File: src/rtl/reaction_bcd_timer.sv
// reaction_bcd_timer
// Reaction-timer measurement core: random foreperiod, stimulus LED, then a
// four-digit BCD millisecond count that freezes on the player's stop press.
// A stop before the LED is a false start. The count saturates at 9999.

module reaction_bcd_timer #(
    parameter int TICK_DIV    = 100000, // clock cycles per 1 ms tick, >= 2
    parameter int MIN_WAIT_MS = 1000,   // fixed foreperiod part, 1..32767
    parameter int RAND_BITS   = 11      // random extension width, <= 15
) (
    input  logic       clk,
    input  logic       rst_n,
    input  logic       start,
    input  logic       stop,
    output logic [3:0] thousand,
    output logic [3:0] hund,
    output logic [3:0] ten,
    output logic [3:0] unit,
    output logic       led,
    output logic       early,
    output logic       busy
);

    typedef enum logic [1:0] {
        S_IDLE,
        S_WAIT,
        S_RUN,
        S_DONE
    } state_t;

    localparam int              PW         = $clog2(TICK_DIV);
    localparam logic [PW-1:0]   PRESC_LAST = PW'(TICK_DIV - 1);
    localparam logic [15:0]     MIN_WAIT   = 16'(MIN_WAIT_MS);
    localparam logic [15:0]     LFSR_SEED  = 16'hACE1;

    state_t        state_q, state_d;
    logic          start_q, stop_q;
    logic [15:0]   lfsr_q, lfsr_d;
    logic [PW-1:0] presc_q, presc_d;
    logic [15:0]   wait_q, wait_d;
    logic [3:0]    thou_q, thou_d;
    logic [3:0]    hund_q, hund_d;
    logic [3:0]    ten_q, ten_d;
    logic [3:0]    unit_q, unit_d;
    logic          led_q, led_d;
    logic          early_q, early_d;
    logic          busy_q, busy_d;

    logic          start_rise, stop_rise, tick;
    logic          u9, t9, h9, all_nines;
    logic [3:0]    thou_inc, hund_inc, ten_inc, unit_inc;
    logic [15:0]   rand_ext;

    // Rises only: a held button acts once and must drop before it can retrigger.
    assign start_rise = start & ~start_q;
    assign stop_rise  = stop & ~stop_q;

    // Prescaler wraps on the tick, so the tick itself is just the last count.
    assign tick = (presc_q == PRESC_LAST);

    // Fibonacci LFSR, taps 16,14,13,11; a nonzero seed keeps it off all-zero.
    assign lfsr_d   = {lfsr_q[14:0], lfsr_q[15] ^ lfsr_q[13] ^ lfsr_q[12] ^ lfsr_q[10]};
    assign rand_ext = {{(16 - RAND_BITS){1'b0}}, lfsr_q[RAND_BITS-1:0]};

    // BCD ripple increment; each digit rolls only when every lower digit is 9.
    assign u9        = (unit_q == 4'd9);
    assign t9        = (ten_q == 4'd9);
    assign h9        = (hund_q == 4'd9);
    assign all_nines = u9 & t9 & h9 & (thou_q == 4'd9);
    assign unit_inc  = u9 ? 4'd0 : unit_q + 4'd1;
    assign ten_inc   = !u9 ? ten_q : (t9 ? 4'd0 : ten_q + 4'd1);
    assign hund_inc  = !(u9 & t9) ? hund_q : (h9 ? 4'd0 : hund_q + 4'd1);
    assign thou_inc  = !(u9 & t9 & h9) ? thou_q : thou_q + 4'd1;

    // Next-state and datapath: stop rises take priority over ticks in WAIT/RUN.
    always_comb begin
        state_d = state_q;
        presc_d = tick ? '0 : presc_q + 1'b1;
        wait_d  = wait_q;
        thou_d  = thou_q;
        hund_d  = hund_q;
        ten_d   = ten_q;
        unit_d  = unit_q;
        led_d   = led_q;
        early_d = early_q;

        case (state_q)
            S_IDLE, S_DONE: begin
                if (start_rise) begin
                    state_d = S_WAIT;
                    presc_d = '0;
                    wait_d  = MIN_WAIT + rand_ext;
                    thou_d  = 4'd0;
                    hund_d  = 4'd0;
                    ten_d   = 4'd0;
                    unit_d  = 4'd0;
                    led_d   = 1'b0;
                    early_d = 1'b0;
                end
            end
            S_WAIT: begin
                if (stop_rise) begin
                    state_d = S_DONE;
                    early_d = 1'b1;
                end else if (tick) begin
                    wait_d = wait_q - 16'd1;
                    if (wait_q == 16'd1) begin
                        state_d = S_RUN;
                        led_d   = 1'b1;
                        presc_d = '0;
                    end
                end
            end
            S_RUN: begin
                if (stop_rise) begin
                    state_d = S_DONE;
                    led_d   = 1'b0;
                end else if (tick) begin
                    if (all_nines) begin
                        // Saturate: the display holds 9999 and the trial ends.
                        state_d = S_DONE;
                        led_d   = 1'b0;
                    end else begin
                        thou_d = thou_inc;
                        hund_d = hund_inc;
                        ten_d  = ten_inc;
                        unit_d = unit_inc;
                    end
                end
            end
            default: state_d = S_IDLE;
        endcase

        busy_d = (state_d == S_WAIT) || (state_d == S_RUN);
    end

    // State and output registers with synchronous active-low reset.
    always_ff @(posedge clk) begin
        if (!rst_n) begin
            state_q <= S_IDLE;
            start_q <= 1'b0;
            stop_q  <= 1'b0;
            lfsr_q  <= LFSR_SEED;
            presc_q <= '0;
            wait_q  <= 16'd0;
            thou_q  <= 4'd0;
            hund_q  <= 4'd0;
            ten_q   <= 4'd0;
            unit_q  <= 4'd0;
            led_q   <= 1'b0;
            early_q <= 1'b0;
            busy_q  <= 1'b0;
        end else begin
            state_q <= state_d;
            start_q <= start;
            stop_q  <= stop;
            lfsr_q  <= lfsr_d;
            presc_q <= presc_d;
            wait_q  <= wait_d;
            thou_q  <= thou_d;
            hund_q  <= hund_d;
            ten_q   <= ten_d;
            unit_q  <= unit_d;
            led_q   <= led_d;
            early_q <= early_d;
            busy_q  <= busy_d;
        end
    end

    assign thousand = thou_q;
    assign hund     = hund_q;
    assign ten      = ten_q;
    assign unit     = unit_q;
    assign led      = led_q;
    assign early    = early_q;
    assign busy     = busy_q;

endmodule

File: config.mk
export PLATFORM = sky130hd
export DESIGN_NAME = reaction_bcd_timer
export DESIGN_NICKNAME = d
export VERILOG_FILES = /design/src/rtl/reaction_bcd_timer.sv
export SDC_FILE = /design/constraint.sdc
export NUM_CORES = 1
export LEC_CHECK = 0
export CORE_MARGIN = 10
export CORE_UTILIZATION = 59
export DETAILED_ROUTE_END_ITERATION = 16
export PLACE_DENSITY = 0.81
export SLEW_MARGIN = 20
export SYNTH_ARGS = -nofsm -noshare
export SYNTH_HDL_FRONTEND = slang
export SYNTH_SLANG_ARGS = --single-unit
File: constraint.sdc
create_clock -name clk -period 2.9 [get_ports clk]
set_input_delay 0.29 -clock clk [delete_from_list [all_inputs] [get_ports clk]]
set_output_delay 0.29 -clock clk [all_outputs]
set_load 0.05 [all_outputs]
==> flow_summary.toml, run 1 <==
[final_layout]
final_area_um2 = 4070
nNetsFinal = 448
antennaDiodeCount = 0
drive_gt1_frac = 0.101
fillers = 459
area_growth_pct = 14.2

[drt]
drcViolationCount = 0
drt_wl_total_mm = 7.42
detail_route.wl_per_cell_um = 14.5
drt-initial-drc-count = 168
postRouteAntennaNets = 0
dr.pass1.iters = 5
via_count = 2887
vias_per_cell = 5.66

[clock_tree]
cts_max_level = 3
cts_buffer_depth = 2
clk_latency_ns = 0.35
cts_resized = 0
postCtsSetupRepairBufs = 0
clkTransAtPathRegs_ns = 0.08
cts_tree = "built"
cts_buffers = 9
cts_root_buf = "clkbuf_8"
cts_sinks = 72
cts.hold.buffers_added = 0

[global_routing]
grt_util_met2 = 0.228
grt_max_degree = 28
antenna_found_initial = 0
grt_pass1_wl_mm = 12.5
grt_use_met3 = 0.0370
grt_pass1_vias = 2679
gr-total-overflow = 0
use_met1 = 0.205
busiest_layer = "met2"
grt_use_total = 0.152

[yosys]
avgSynthCellArea_um2 = 8.84
ys_ff_latch = 72
yosysWarnings = 0
ys_async_sr_fraction = 0
syn-num-nets = 421
synth_ff_type = "dfxtp_1"
ys_seq_area_frac = 0.405
synth_edf_count = 0
synth_cell_types = 68
synthCells = 403
syn-cell-area_um2 = 3560

[timing]
finClkSkew_ns = 0.00986
rsz0062_at_grt = "false"
tns_ns = 0
slew_violations = 0
fin_crit_sh = 0.925
hold_viol_final = 0
post-route-min-period_ns = 2.68
worstMarginPinSlew_ns = 0.636
setup_viol = 0
relSlewSlack = 0.572
fmax_mhz = 373

[critical_path]
start_kind = "register"
critPathArrivalTime_ns = 2.96
worstSetupEndpointType = "register"
reg2reg_slack_ns = 0.22
critPathMaxStageDelay_ns = 0.68
critical-path-top-delay-family = "simple AND/OR/NAND/NOR gates"
cp.buffers_inverters = 0
slowest_stage = "or4_4"
crit_type = "register to register"
path_max_fanout = 14
required_ns = 3.17
crit_chain = "or4b_1 -> or4_4 -> or2_4 -> a21oi_2 -> o21ai_0 -> a21oi_1"

[floorplanning]
die_w_um = 97.7
die_h_um = 97.7
coreArea_um2 = 5890
ioPinCount = 23
fp.dieArea_um2 = 9550
initial_utilization = 0.605
rows = 28

[placed_design]
hpwl_mm = 5.27
portBuffers = 22
place_congestion = 0.906
place_area_um2 = 3860

[job]
cap_violations = 0

[power]
power.leakage_nw = 1.43
ir_drop_mv = 0.386
p_per_area_nw_per_um2 = 649

[run_status]
status = "complete, no violations"

[hold_path]
hold_path.class = "register to register"
[sequential cells by signal, indices dropped and copies added, names as in the netlist]
register,cells
wait_q,16
stop_q,1
led,1
hund,4
busy,1
ten,4
presc_q,17
start_q,1
unit,4
state_q,2
thousand,4
lfsr_q,16
early,1
[cell type report]
cell class | instances | area [µm²] | area share
flip-flops and latches | 72 | 1440 | 0.354
clock buffers | 11 | 151 | 0.0372
clock inverters | 5 | 55.1 | 0.0135
inverters | 11 | 41.3 | 0.0102
well taps | 75 | 93.8 | 0.0231
multi-input cells | 308 | 2020 | 0.496
repair buffers | 28 | 265 | 0.0652
[metal layers]
metal  vias to the layer above  wire [µm]  part of all wire
li1                       1479          -                 -
met1                      1317       3580              0.48
met5                         -          0                 0
met2                        76       3270              0.44
met4                         0        115             0.016
met3                        15        454             0.061
[worst paths after layout]
check	startpoint	to	depth (start not counted)
max	presc_q[8]	wait_q[9]	6
min reg2reg	lfsr_q[14]	lfsr_q[15]	1
max reg2reg	presc_q[8]	wait_q[9]	6
min	lfsr_q[14]	lfsr_q[15]	1
[cells in the mapped netlist (6+ instances only)]
cell type / n / area share
nor3_1: 9 / 0.013
dfxtp_1: 72 / 0.40
ha_1: 14 / 0.049
o21ai_0: 15 / 0.021
nand2b_1: 10 / 0.018
nand4_1: 7 / 0.012
a21oi_1: 23 / 0.032
clkbuf_1: 7 / 0.0074
inv_1: 10 / 0.011
nand2_1: 33 / 0.035
and2_1: 17 / 0.030
xor2_1: 22 / 0.054
nand3_1: 15 / 0.021
xnor2_1: 13 / 0.032
nor4_1: 6 / 0.011
nor2_1: 47 / 0.050
[kinds of logic after synthesis]
family                   synth area share
AND/OR/NAND/NOR                     0.277
adder cells (fa/ha/maj)            0.0492
buffers and inverters              0.0288
multiplexers                      0.00913
AO/OA/AOI/OAI                       0.145
flip-flops                          0.405
XOR/XNOR                           0.0861
[where the power goes]
group	switching [W]	internal [W]	leakage (nW)
registers	0.0000788	0.00107	0.588
clock network	0.000374	0.000441	0.101
logic	0.000421	0.000259	0.745
[layout by cell type (no fill, tap or decap), types with 3 or more instances in the layout]
master	n
o21ai_0	15
inv_1	10
nand2b_1	10
nor2b_1	3
nor3_1	9
a21oi_1	23
xnor2_1	13
buf_4	6
nand3b_1	4
clkdlybuf4s50_1	22
or4_1	3
nand2_1	33
or3_1	5
and2_1	17
or2_2	5
xor2_1	22
and3_1	4
nor2_1	47
nand3_1	15
ha_1	14
clkbuf_8	11
a32oi_1	3
nor4_1	6
dfxtp_1	72
nand4_1	7
a211oi_1	4
[through the flow]
step / hold slack, ns / util / total power [W] / cells / setup slack [ns]
final: 0.411 / 0.691 / 0.00264 / 510 / 0.218
after global routing: 0.427 / 0.691 / 0.00277 / 510 / 0.0923
after CTS: 0.417 / 0.691 / 0.00265 / 510 / 0.228
after detailed placement: 0.399 / 0.656 / 0.00184 / 494 / 0.278
after global placement: 0.395 / 0.656 / 0.00182 / 494 / 0.349
after floorplan: 0.386 / - / 0.00165 / 403 / 0.316
Note: power is estimated with default switching activity, not from simulation.
==> run 2: changes to the inputs <==
- SLEW_MARGIN: 20 -> 15
==> results of run 2 <==
The final DEF is identical to that of run 1; final timing and power are the same.
